$ cat src/rtl/elevator_sequencer.sv
// Elevator call sequencer: latches floor calls, chooses travel direction for the
// nextfloor datapath, owns the current-floor register and times travel/door intervals.
module elevator_sequencer #(
  parameter int NUM_FLOORS    = 8,
  parameter int TRAVEL_CYCLES = 4,
  parameter int DOOR_CYCLES   = 3
) (
  input  logic                  clk,
  input  logic                  reset,
  input  logic [NUM_FLOORS-1:0] req,
  input  logic [2:0]            next_floor,
  output logic [2:0]            floor,
  output logic                  mux_sig,
  output logic                  moving,
  output logic                  door_open,
  output logic [NUM_FLOORS-1:0] pending
);

  // state | meaning
  // IDLE  | parked with doors closed, evaluating pending calls every cycle
  // MOVE  | travelling one floor per TRAVEL_CYCLES toward a pending call
  // DOOR  | doors open for DOOR_CYCLES; a call for this floor restarts the interval
  typedef enum logic [1:0] {
    IDLE = 2'd0,
    MOVE = 2'd1,
    DOOR = 2'd2
  } state_t;

  localparam int TT_W = (TRAVEL_CYCLES > 1) ? $clog2(TRAVEL_CYCLES) : 1;
  localparam int DT_W = (DOOR_CYCLES > 1) ? $clog2(DOOR_CYCLES) : 1;
  localparam logic [TT_W-1:0] TRAVEL_LOAD = TT_W'(TRAVEL_CYCLES - 1);
  localparam logic [DT_W-1:0] DOOR_LOAD   = DT_W'(DOOR_CYCLES - 1);

  state_t                state, state_n;
  logic [2:0]            floor_n;
  logic                  mux_n;
  logic [NUM_FLOORS-1:0] pending_n;
  logic [NUM_FLOORS-1:0] set_mask, clr_mask;
  logic [TT_W-1:0]       travel_cnt, travel_n;
  logic [DT_W-1:0]       door_cnt, door_n;

  logic [NUM_FLOORS-1:0] cur_mask, nxt_mask;
  logic                  cur_here, cur_above, cur_below;
  logic                  nxt_here, nxt_above, nxt_below;

  function automatic logic [NUM_FLOORS-1:0] eq_mask(input logic [2:0] f);
    logic [NUM_FLOORS-1:0] m;
    for (int i = 0; i < NUM_FLOORS; i++) m[i] = (3'(i) == f);
    return m;
  endfunction

  function automatic logic [NUM_FLOORS-1:0] gt_mask(input logic [2:0] f);
    logic [NUM_FLOORS-1:0] m;
    for (int i = 0; i < NUM_FLOORS; i++) m[i] = (3'(i) > f);
    return m;
  endfunction

  function automatic logic [NUM_FLOORS-1:0] lt_mask(input logic [2:0] f);
    logic [NUM_FLOORS-1:0] m;
    for (int i = 0; i < NUM_FLOORS; i++) m[i] = (3'(i) < f);
    return m;
  endfunction

  // Decisions in IDLE look at the current floor; at the end of a travel leg they
  // look at the floor being arrived at, which is next_floor on that edge.
  assign cur_mask  = eq_mask(floor);
  assign cur_here  = |(pending & cur_mask);
  assign cur_above = |(pending & gt_mask(floor));
  assign cur_below = |(pending & lt_mask(floor));

  assign nxt_mask  = eq_mask(next_floor);
  assign nxt_here  = |(pending & nxt_mask);
  assign nxt_above = |(pending & gt_mask(next_floor));
  assign nxt_below = |(pending & lt_mask(next_floor));

  always_comb begin
    state_n  = state;
    floor_n  = floor;
    mux_n    = mux_sig;
    travel_n = travel_cnt;
    door_n   = door_cnt;
    clr_mask = '0;
    set_mask = req;

    // A call for the open floor only extends the door; it is never latched.
    if (state == DOOR) set_mask = req & ~cur_mask;

    case (state)
      IDLE: begin
        if (cur_here) begin
          state_n  = DOOR;
          door_n   = DOOR_LOAD;
          clr_mask = cur_mask;
        end else if (cur_above || cur_below) begin
          state_n  = MOVE;
          travel_n = TRAVEL_LOAD;
          // keep heading the same way while calls remain there
          mux_n    = mux_sig ? cur_above : ~cur_below;
        end
      end

      MOVE: begin
        if (travel_cnt != '0) begin
          travel_n = travel_cnt - TT_W'(1);
        end else begin
          floor_n = next_floor;
          if (nxt_here) begin
            state_n  = DOOR;
            door_n   = DOOR_LOAD;
            clr_mask = nxt_mask;
          end else if (mux_sig ? nxt_above : nxt_below) begin
            travel_n = TRAVEL_LOAD;
          end else if (mux_sig ? nxt_below : nxt_above) begin
            travel_n = TRAVEL_LOAD;
            mux_n    = ~mux_sig;
          end else begin
            state_n = IDLE;
          end
        end
      end

      DOOR: begin
        if (|(req & cur_mask)) begin
          door_n = DOOR_LOAD;
        end else if (door_cnt == '0) begin
          state_n = IDLE;
        end else begin
          door_n = door_cnt - DT_W'(1);
        end
      end

      default: state_n = IDLE;
    endcase

    // clear wins over a simultaneous set only for the floor being opened
    pending_n = (pending | set_mask) & ~clr_mask;
  end

  always_ff @(posedge clk or posedge reset) begin
    if (reset) begin
      state      <= IDLE;
      floor      <= 3'd0;
      mux_sig    <= 1'b1;
      pending    <= '0;
      travel_cnt <= '0;
      door_cnt   <= '0;
      moving     <= 1'b0;
      door_open  <= 1'b0;
    end else begin
      state      <= state_n;
      floor      <= floor_n;
      mux_sig    <= mux_n;
      pending    <= pending_n;
      travel_cnt <= travel_n;
      door_cnt   <= door_n;
      moving     <= (state_n == MOVE);
      door_open  <= (state_n == DOOR);
    end
  end

endmodule

$ cat config.mk
export PLATFORM = sky130hd
export DESIGN_NAME = elevator_sequencer
export DESIGN_NICKNAME = d
export VERILOG_FILES = /design/src/rtl/elevator_sequencer.sv
export SDC_FILE = /design/constraint.sdc
export NUM_CORES = 1
export LEC_CHECK = 0
export BUFFER_PORTS_ARGS = -buffer_cell sky130_fd_sc_hd__buf_2
export CORE_UTILIZATION = 30
export CTS_CLUSTER_DIAMETER = 100
export DETAILED_ROUTE_END_ITERATION = 10
export PLACE_DENSITY = 0.51
export REMOVE_ABC_BUFFERS = 1
export SETUP_SLACK_MARGIN = 0.05
export SYNTH_ARGS = -nofsm -noshare
export SYNTH_HDL_FRONTEND = slang
export SYNTH_SLANG_ARGS = --single-unit
$ cat constraint.sdc
create_clock -name clk -period 4.1 [get_ports clk]
set_clock_uncertainty 0.15 [all_clocks]
set_input_delay 0.615 -clock clk [delete_from_list [all_inputs] [get_ports clk]]
set_output_delay 0.615 -clock clk [all_outputs]
set_load 0.05 [all_outputs]
==> results of run 1 <==
[metal layers]
| layer | track usage | up-vias | routed length [um] |
|---|---|---|---|
| met3 | 0.03729 | 6 | 294 |
| met4 | 0.04139 | 0 | 46 |
| met2 | 0.2860 | 62 | 1941 |
| met1 | 0.2513 | 695 | 2005 |
| li1 | - | 672 | - |
| met5 | 0 | - | 0 |
[power groups by stage]
stage / clock, W / combinational [W] / sequential, W
2_1_floorplan: 0 / 0.000450 / 0.000589
3_3_place_gp: 0 / 0.000812 / 0.000456
3_5_place_dp: 0 / 0.000807 / 0.000454
4_1_cts: 0.000141 / 0.000811 / 0.000449
5_1_grt: 0.000151 / 0.000872 / 0.000471
6_report: 0.000137 / 0.000812 / 0.000453
[worst max-delay path, cell delays in order, from the launching register on]
cell	delay, ns
dfrtp_1	0.70
mux2_4	0.34
a221o_1	0.29
a222oi_1	0.53
a21oi_1	0.19
a211o_2	0.37
mux2_4	0.30
[cells in the final DEF, fill, tap and decap left out, types with 3 or more instances in the layout]
master	instances
mux4_2	3
nor4_1	3
o21ai_0	8
mux2i_1	3
clkbuf_8	3
nand2b_1	3
a221o_1	3
a21o_1	5
nor2_1	11
dfrtp_1	19
o32ai_1	3
o21bai_1	6
nand2_1	12
o22ai_1	3
inv_1	10
a31oi_1	4
buf_2	26
nand3_1	6
and3_1	3
a21oi_1	11
[final cells by class]
| cell class | count | area [sq um] | area share |
|---|---|---|---|
| Clock buffer | 4 | 45.04 | 0.02649 |
| Inverter | 12 | 45.04 | 0.02649 |
| Multi-Input combinational cell | 125 | 894.6 | 0.5261 |
| Sequential cell | 20 | 501.7 | 0.2951 |
| Tap cell | 67 | 83.83 | 0.04930 |
| Timing Repair Buffer | 26 | 130.1 | 0.07653 |
[worst paths after layout]
kind                                 end  depth (start not counted)
max                          door_cnt[1]                          6
min reg2reg                travel_cnt[0]                          1
min                        travel_cnt[0]                          1
min in group asynchronous       floor[0]                          2
max reg2reg                  door_cnt[1]                          6
max in group asynchronous       floor[1]                          2
[registers in the layout, summed over array words and instances (netlist names)]
| register | flops |
|---|---|
| pending | 8 |
| floor | 3 |
| door_cnt | 2 |
| state | 2 |
| travel_cnt | 2 |
| door_open | 1 |
| moving | 1 |
| mux_sig | 1 |
[cells by family (layout without fill, tap and decap cells)]
kind of cell / Yosys count / after routing / synth area share
buf+inv: 23 / 42 / 0.08149
mux: 9 / 9 / 0.09136
simple gates: 49 / 49 / 0.1613
flops: 20 / 20 / 0.3300
fa+ha+maj: 2 / 2 / 0.01646
compound gates: 65 / 65 / 0.3194
[through the flow]
stage / setup slack, ns / area, sq um / std cells / hold WS [ns]
2_1_floorplan: 1.254 / 1441 / 157 / 0.2934
3_3_place_gp: 1.290 / 1655 / 250 / 0.3196
3_5_place_dp: 1.276 / 1655 / 250 / 0.3236
4_1_cts: 1.233 / 1700 / 254 / 0.3314
5_1_grt: 1.053 / 1700 / 254 / 0.3640
6_report: 1.103 / 1700 / 254 / 0.3261
==> out/summary.txt, run 1 <==
first-pass iteration count of the detailed router -> 5
Total Power -> 0.001402 W
Filler Cells Inserted -> 514
largest fanout on the critical path -> 18
remaining global-route overflow -> 0
post-detail-place hpwl -> 3041 um
share of total power in sequential cells -> 0.323
area inside the core boundary -> 4786 sq um
Max-Slew Margin vs Limit -> 0.4747
starting density of the core -> 0.3176
Crit Path Category -> flop to flop
Top FF cell, synth -> dfrtp_1
full die area -> 5356 sq um
peak ir drop on the vdd network -> 0.4088 mV
number of primary I/O pins -> 27
biggest area consumer among synthesized cells -> dfrtp_1
number of global-route vias before repair -> 1344
ys async rst share -> 1.000
clk sinks -> 20
Synth cell types -> 51
Post-Syn Instances -> 168
residual antenna-violating net count after detailed routing -> 0
synth top area cells -> dfrtp_1 31%, mux4_2 4.4%, a21oi_1 3.6%, buf_6 3.0%, nand2_1 3.0%
number of storage elements in the synthesis netlist -> 20
most used standard cell by instance count after synthesis -> dfrtp_1
Antenna diodes -> 0
final setup violation count -> 0
Max Clock Freq -> 333.6 MHz
warnings from Yosys -> 0
count of hold-fix buffers inserted at cts -> 0
cell area after technology mapping -> 1520 sq um
area share of the largest cell type after synthesis -> 0.3128
Total Wirelength -> 4288 um
count of nets after finishing -> 203
standard-cell row count -> 25
DR DRC count -> 0
synthesized area divided by synthesized cell count -> 9.049 sq um
clock tree from TritonCTS -> built
global-route wire length before repair -> 7189 um
run status -> complete, no violations
total of max-cap violations -> 0
Synth top cells by count -> 19 x dfrtp_1, 12 x nand2_1, 11 x a21oi_1, 11 x nor2_1, 10 x inv_1
internal reg-to-reg setup slack -> 1.10 ns
buffer count from post-CTS setup fixing -> 0
number of hold violations in the final report -> 0
start point of the worst hold path -> travel_cnt[0]
cells resized by post-CTS repair -> 0
worst endpoint data arrival time -> 2.99 ns
final routed wire length divided by cell count -> 16.88 um
total count of max-transition violations in the final report -> 0
fin crit period -> 2.997 ns
worst path required time -> 4.10 ns
setup repair after global routing missed its margin -> false
Switching Share -> 0.5385
CTS clk-pin slew, worst paths -> 0.08 ns
switching power of the nets -> 0.0007548 W
height of the die -> 73.19 um
Setup crit start kind -> flop
Leak Pwr -> 0.6910 nW
share of power burned in combinational logic -> 0.579
clock buffer count from CTS -> 3
utilization of the core after routing -> 0.3553
final weighted congestion of routability-driven global placement -> 0.8705
sequential area share after synthesis -> 0.3300
count of input and output buffers -> 26
horizontal extent of the die -> 73.19 um
share of the clock period used by the worst path -> 0.7311
layout cells sized above 1 -> 0.2353
antenna violations before repair -> 0
Vias per Instance -> 5.650
clock latency on the worst-skew pair -> 0.26 ns
clock network power share -> 0.098
Max H-tree Level -> 1
initial detailed-routing violation count -> 115
vias after detailed routing -> 1435
launching point of the worst reg2reg path -> floor[2]
pin count of the biggest net entering global routing -> 21
Int Pwr -> 0.0006469 W
maximum root-to-sink buffer count -> 2
actual slew at the worst max-slew pin -> 0.7870 ns
GRT Resource Usage Total -> 0.1803
aggregate negative setup slack -> 0 ns
growth of design area from synthesis to finish -> 11.85%
power density over the cells -> 824.4 nW/um^2
number of flops mapped to enable cells by yosys -> 0
CTS Root Cell -> clkbuf_8
HP Class -> flop to flop
element type at the critical path end -> flop
beginning of the critical path -> floor[2]
Power figures use the tool's default switching activity.
==> inputs of run 2 (changes only) <==
--- a/config.mk
+++ b/config.mk
@@ -9,7 +9,7 @@
 export CORE_UTILIZATION = 30
 export CTS_CLUSTER_DIAMETER = 100
 export DETAILED_ROUTE_END_ITERATION = 10
-export PLACE_DENSITY = 0.51
+export PLACE_DENSITY = 0.53
 export REMOVE_ABC_BUFFERS = 1
 export SETUP_SLACK_MARGIN = 0.05
 export SYNTH_ARGS = -nofsm -noshare
==> constraint.sdc (replaced) <==
create_clock -name clk -period 2.7 [get_ports clk]
set_clock_uncertainty 0.15 [all_clocks]
set_input_delay 0.405 -clock clk [delete_from_list [all_inputs] [get_ports clk]]
set_output_delay 0.405 -clock clk [all_outputs]
set_load 0.05 [all_outputs]
==> run 2 against run 1 <==
Fmax grew 18%. Largest cell class unchanged. Non-clock buffer count grew 14. Hold slack lost 0.20 ns. Highest routed layer unchanged.
==> out/summary.txt, run 2 (same netlist as run 1, synthesis figures left out) <==
area inside the core boundary -> 4786 sq um (unchanged)
antenna violations before repair -> 0 (unchanged)
Leak Pwr -> 0.7577 nW (was 0.6910 nW)
largest fanout on the critical path -> 8 (was 18)
run status -> complete, no violations (unchanged)
HP Class -> primary input to async pin (was flop to flop)
GRT Resource Usage Total -> 0.1770 (was 0.1803)
initial detailed-routing violation count -> 83 (was 115)
peak ir drop on the vdd network -> 0.7145 mV (was 0.4088 mV)
Vias per Instance -> 5.500 (was 5.650)
final weighted congestion of routability-driven global placement -> 0.8824 (was 0.8705)
Max-Slew Margin vs Limit -> 0.4827 (was 0.4747)
worst endpoint data arrival time -> 2.53 ns (was 2.99 ns)
starting density of the core -> 0.3176 (unchanged)
most common cell after layout, fill and taps aside -> buf_2 (unchanged)
actual slew at the worst max-slew pin -> 0.7750 ns (was 0.7870 ns)
Max H-tree Level -> 1 (unchanged)
share of the clock period used by the worst path -> 0.9382 (was 0.7311)
number of global-route vias before repair -> 1452 (was 1344)
count of placed standard cells in the final layout, fillers left out -> 268 (was 254)
clock tree from TritonCTS -> built (unchanged)
horizontal extent of the die -> 73.19 um (unchanged)
Max stage delay on crit path -> 0.47 ns (was 0.70 ns)
worst setup timing slack at the placement stage -> 0.2090 ns (was 1.276 ns)
DR DRC count -> 0 (unchanged)
beginning of the critical path -> floor[2] (unchanged)
count of nets after finishing -> 217 (was 203)
vias after detailed routing -> 1474 (was 1435)
Max Clock Freq -> 394.8 MHz (was 333.6 MHz)
count of input and output buffers -> 26 (unchanged)
fin crit period -> 2.533 ns (was 2.997 ns)
aggregate negative setup slack -> 0 ns (unchanged)
Setup crit start kind -> flop (unchanged)
Total Wirelength -> 4333 um (was 4288 um)
number of hold violations in the final report -> 0 (unchanged)
total count of max-transition violations in the final report -> 0 (unchanged)
CTS Root Cell -> clkbuf_8 (unchanged)
clock buffer count from CTS -> 3 (unchanged)
master of the slowest instance on the critical path -> dfrtp_1 (unchanged)
cells resized by post-CTS repair -> 0 (unchanged)
flip-flop count of the largest register, all copies and words added -> 8 (unchanged)
residual antenna-violating net count after detailed routing -> 0 (unchanged)
height of the die -> 73.19 um (unchanged)
post-detail-place hpwl -> 3344 um (was 3041 um)
growth of design area from synthesis to finish -> 18.77% (was 11.85%)
maximum root-to-sink buffer count -> 2 (unchanged)
number of primary I/O pins -> 27 (unchanged)
utilization of the core after routing -> 0.3773 (was 0.3553)
commonest cells after routing, fill and taps aside -> 26 x buf_2, 19 x dfrtp_1, 14 x buf_4 (was 26 x buf_2, 19 x dfrtp_1, 12 x nand2_1)
first-pass iteration count of the detailed router -> 4 (was 5)
CTS clk-pin slew, worst paths -> 0.08 ns (about the same)
Biggest register -> pending (unchanged)
biggest registers after layout -> pending x8, floor x3 (unchanged)
cell repeated most along the worst path -> mux2_4 (unchanged)
launching point of the worst reg2reg path -> floor[2] (unchanged)
remaining global-route overflow -> 0 (unchanged)
clock latency on the worst-skew pair -> 0.26 ns (about the same)
Filler Cells Inserted -> 510 (was 514)
full die area -> 5356 sq um (unchanged)
pin count of the biggest net entering global routing -> 21 (unchanged)
Crit Path Category -> flop to flop (unchanged)
setup repair after global routing missed its margin -> false (unchanged)
Antenna diodes -> 0 (unchanged)
count of hold-fix buffers inserted at cts -> 0 (unchanged)
clk sinks -> 20 (unchanged)
power density over the cells -> 1272 nW/um^2 (was 824.4 nW/um^2)
element type at the critical path end -> flop (unchanged)
slack of the critical path -> 0.1669 ns (was 1.103 ns)
final setup violation count -> 0 (unchanged)
total of max-cap violations -> 0 (unchanged)
buffer count from post-CTS setup fixing -> 0 (unchanged)
final routed wire length divided by cell count -> 16.17 um (was 16.88 um)
global-route wire length before repair -> 7182 um (was 7189 um)
crit-path cells -> mux2_4, a221o_1, a222oi_1, buf_4, a21oi_1, a211o_2, mux2_4 (was mux2_4, a221o_1, a222oi_1, a21oi_1, a211o_2, mux2_4)
standard-cell row count -> 25 (unchanged)
layout cells sized above 1 -> 0.2886 (was 0.2353)
Cell Count Post-Placement -> 264 (was 250)
worst path required time -> 2.70 ns (was 4.10 ns)
-- run 2: critical path: cells and delay by family (launching register included) --
| family | cells | cell delay [ns] |
|---|---|---|
| multiplexers | 2 | 0.62 |
| AO/OA/AOI/OAI | 4 | 0.99 |
| buffers and inverters | 1 | 0.19 |
| flip-flops | 1 | 0.47 |
-- run 2: stage by stage --
stage | total power [W] | hold slack (ns) | cell area (sq um)
global route | 0.002456 | 0.1983 | 1805
CTS | 0.002302 | 0.1551 | 1805
global placement | 0.002099 | 0.3270 | 1760
detailed placement | 0.002084 | 0.3264 | 1760
finish | 0.002297 | 0.1237 | 1805
floorplan | 0.001578 | 0.2181 | 1441
-- run 2: path summary, 6_finish.rpt --
check                      slack (ns)  cells after the start       endpoint
max                              0.17                      7    door_cnt[1]
min                              0.12                      2     pending[1]
max reg2reg                      0.17                      7    door_cnt[1]
min reg2reg                      0.33                      1  travel_cnt[0]
max in group asynchronous        1.79                      2     pending[7]
min in group clk                 0.27                      3     pending[0]
-- run 2: layout make-up --
cell class / count / area, sq um / share of cell area
repair buffers: 40 / 235.2 / 0.1303
inverters: 12 / 45.04 / 0.02495
flip-flops and latches: 20 / 501.7 / 0.2779
well taps: 67 / 83.83 / 0.04643
clock buffers: 4 / 45.04 / 0.02495
multi-input cells: 125 / 894.6 / 0.4955
-- run 2: where the power goes --
| part | internal [W] | leakage (nW) | total, W | switching, W |
|---|---|---|---|---|
| Sequential | 0.000421 | 0.208 | 0.000583 | 0.000162 |
| Clock | 0.000105 | 0.0228 | 0.000208 | 0.000103 |
| Combinational | 0.000599 | 0.527 | 0.00151 | 0.000907 |
| Total | 0.00113 | 0.758 | 0.00230 | 0.00117 |
-- run 2: per-layer routing --
layer | track usage | part of all wire
met5 | 0 | 0
met1 | 0.2393 | 0.46
met3 | 0.03315 | 0.073
met4 | 0.03704 | 0.0025
met2 | 0.2932 | 0.47
==> inputs of run 3 (changes only) <==
--- a/config.mk
+++ b/config.mk
@@ -6,10 +6,10 @@
 export NUM_CORES = 1
 export LEC_CHECK = 0
 export BUFFER_PORTS_ARGS = -buffer_cell sky130_fd_sc_hd__buf_2
-export CORE_UTILIZATION = 30
+export CORE_UTILIZATION = 50
 export CTS_CLUSTER_DIAMETER = 100
 export DETAILED_ROUTE_END_ITERATION = 10
-export PLACE_DENSITY = 0.53
+export PLACE_DENSITY = 0.78
 export REMOVE_ABC_BUFFERS = 1
 export SETUP_SLACK_MARGIN = 0.05
 export SYNTH_ARGS = -nofsm -noshare
==> run 3 against run 2 <==
The flow now finishes with violations (design-rule violations). Largest power group unchanged. Largest cell class unchanged. Clock power is 22% higher. Hold slack worse by 0.066 ns. Clock-buffer cell count is 1 lower.
==> out/summary.txt, run 3 (same netlist as run 1, synthesis figures left out) <==
remaining global-route overflow -> 0 (unchanged)
antenna violations before repair -> 0 (unchanged)
first-pass iteration count of the detailed router -> 8 (was 4)
clock buffer count from CTS -> 3 (unchanged)
horizontal extent of the die -> 57.14 um (was 73.19 um)
crit-path cells -> nor4_1, o21ai_1, a222oi_1, a2111oi_2, or3_1, o22a_1 (was mux2_4, a221o_1, a222oi_1, buf_4, a21oi_1, a211o_2, mux2_4)
Vias per Instance -> 6.811 (was 5.500)
Max-Slew Margin vs Limit -> 0.4871 (was 0.4827)
starting density of the core -> 0.5374 (was 0.3176)
internal reg-to-reg setup slack -> 0.18 ns (was 0.17 ns)
utilization of the core after routing -> 0.6117 (was 0.3773)
slack of the critical path -> 0.1840 ns (was 0.1669 ns)
full die area -> 3265 sq um (was 5356 sq um)
post-detail-place hpwl -> 3175 um (was 3344 um)
setup repair after global routing missed its margin -> false (unchanged)
peak ir drop on the vdd network -> 0.6855 mV (was 0.7145 mV)
fin crit period -> 2.516 ns (was 2.533 ns)
run status -> finished, violations left (was complete, no violations)
aggregate negative setup slack -> 0 ns (unchanged)
Biggest register -> pending (unchanged)
Crit Path Category -> flop to flop (unchanged)
final routed wire length divided by cell count -> 19.26 um (was 16.17 um)
residual antenna-violating net count after detailed routing -> 0 (unchanged)
total of max-cap violations -> 0 (unchanged)
count of hold-fix buffers inserted at cts -> 0 (unchanged)
Max Clock Freq -> 397.5 MHz (was 394.8 MHz)
number of cells on the worst reg-to-reg path -> 6 (was 7)
total count of max-transition violations in the final report -> 0 (unchanged)
clock tree from TritonCTS -> built (unchanged)
biggest registers after layout -> pending x8, floor x3 (unchanged)
beginning of the critical path -> pending[6] (was floor[2])
count of nets after finishing -> 212 (was 217)
DR DRC count -> 4 (was 0)
buffer count from post-CTS setup fixing -> 0 (unchanged)
height of the die -> 57.14 um (was 73.19 um)
worst path required time -> 2.76 ns (was 2.70 ns)
most common cell after layout, fill and taps aside -> buf_2 (unchanged)
standard-cell row count -> 19 (was 25)
final setup violation count -> 0 (unchanged)
Leak Pwr -> 0.7376 nW (was 0.7577 nW)
growth of design area from synthesis to finish -> 13.83% (was 18.77%)
final weighted congestion of routability-driven global placement -> 0.9483 (was 0.8824)
pin count of the biggest net entering global routing -> 21 (unchanged)
endpoint of the most critical register-to-register path -> travel_cnt[1] (was door_cnt[1])
layout cells sized above 1 -> 0.2755 (was 0.2886)
power density over the cells -> 1324 nW/um^2 (was 1272 nW/um^2)
maximum root-to-sink buffer count -> 2 (unchanged)
count of input and output buffers -> 26 (unchanged)
master of the slowest instance on the critical path -> dfrtp_1 (unchanged)
Max stage delay on crit path -> 0.52 ns (was 0.47 ns)
share of the clock period used by the worst path -> 0.9319 (was 0.9382)
actual slew at the worst max-slew pin -> 0.7685 ns (was 0.7750 ns)
element type at the critical path end -> flop (unchanged)
cells resized by post-CTS repair -> 0 (unchanged)
global-route wire length before repair -> 7320 um (was 7182 um)
worst endpoint data arrival time -> 2.58 ns (was 2.53 ns)
clk sinks -> 20 (unchanged)
vias after detailed routing -> 1546 (was 1474)
GRT Resource Usage Total -> 0.2941 (was 0.1770)
clock latency on the worst-skew pair -> 0.31 ns (was 0.26 ns)
flip-flop count of the largest register, all copies and words added -> 8 (unchanged)
Total Wirelength -> 4371 um (was 4333 um)
area inside the core boundary -> 2829 sq um (was 4786 sq um)
worst setup timing slack at the placement stage -> 0.2029 ns (was 0.2090 ns)
Antenna diodes -> 0 (unchanged)
commonest cells after routing, fill and taps aside -> 26 x buf_2, 19 x dfrtp_1, 12 x nand2_1 (was 26 x buf_2, 19 x dfrtp_1, 14 x buf_4)
HP Class -> primary input to async pin (unchanged)
number of primary I/O pins -> 27 (unchanged)
launching point of the worst reg2reg path -> pending[6] (was floor[2])
number of global-route vias before repair -> 1472 (was 1452)
initial detailed-routing violation count -> 183 (was 83)
CTS clk-pin slew, worst paths -> 0.12 ns (was 0.08 ns)
number of hold violations in the final report -> 0 (unchanged)
violated checks -> design-rule violations
CTS Root Cell -> clkbuf_4 (was clkbuf_8)
largest fanout on the critical path -> 10 (was 8)
Max H-tree Level -> 1 (unchanged)
Setup crit start kind -> flop (unchanged)
final worst hold slack -> 0.05804 ns (was 0.1237 ns)
run 3: changes by cell type in the layout (fill, tap and decap cells not counted):
cell	delta
buf_4	-5
clkbuf_4	+3
clkbuf_8	-3
bufinv_16	+1
clkbuf_1	-1
run 3: worst max path at each step:
stage,end,slack (ns)
after CTS,door_cnt[1],0.21
after global placement,door_cnt[1],0.23
after detailed placement,door_cnt[1],0.20
after floorplan,door_cnt[1],-0.15
after global routing,door_cnt[1],0.08
final,travel_cnt[1],0.18
run 3: worst max-delay path, delay by kind of cell (launching register included):
kind               cells  cell delay [ns]
AOI/OAI and AO/OA      4             1.04
DFF                    1             0.52
and+or+nand+nor        2             0.70
run 3: area by class of cell:
cell class / count / area, sq um
clock inverters: 1 / 30.03
well taps: 31 / 38.79
multi-input cells: 125 / 894.6
fillers: 244 / 1099
flip-flops and latches: 20 / 501.7
inverters: 12 / 45.04
repair buffers: 35 / 197.7
clock buffers: 3 / 22.52
run 3: metal layers:
| metal | global-route usage | part of all wire | up-vias |
|---|---|---|---|
| met1 | 0.4230 | 0.41 | 734 |
| met5 | 0 | 0 | - |
| met3 | 0.05669 | 0.11 | 12 |
| li1 | - | - | 696 |
| met2 | 0.4303 | 0.46 | 104 |
| met4 | 0.1324 | 0.021 | 0 |
run 3: power breakdown:
group          total (W)  internal [W]  switching, W
combinational    0.00145      0.000544      0.000908
clock           0.000253      0.000150      0.000103
sequential      0.000587      0.000420      0.000167
run 3: through the flow:
step	cell area [sq um]	cells	total power [W]
floorplan	1441	157	0.001578
global placement	1678	223	0.001980
detailed placement	1678	223	0.002012
CTS	1730	227	0.002269
global route	1730	227	0.002434
finish	1730	227	0.002292
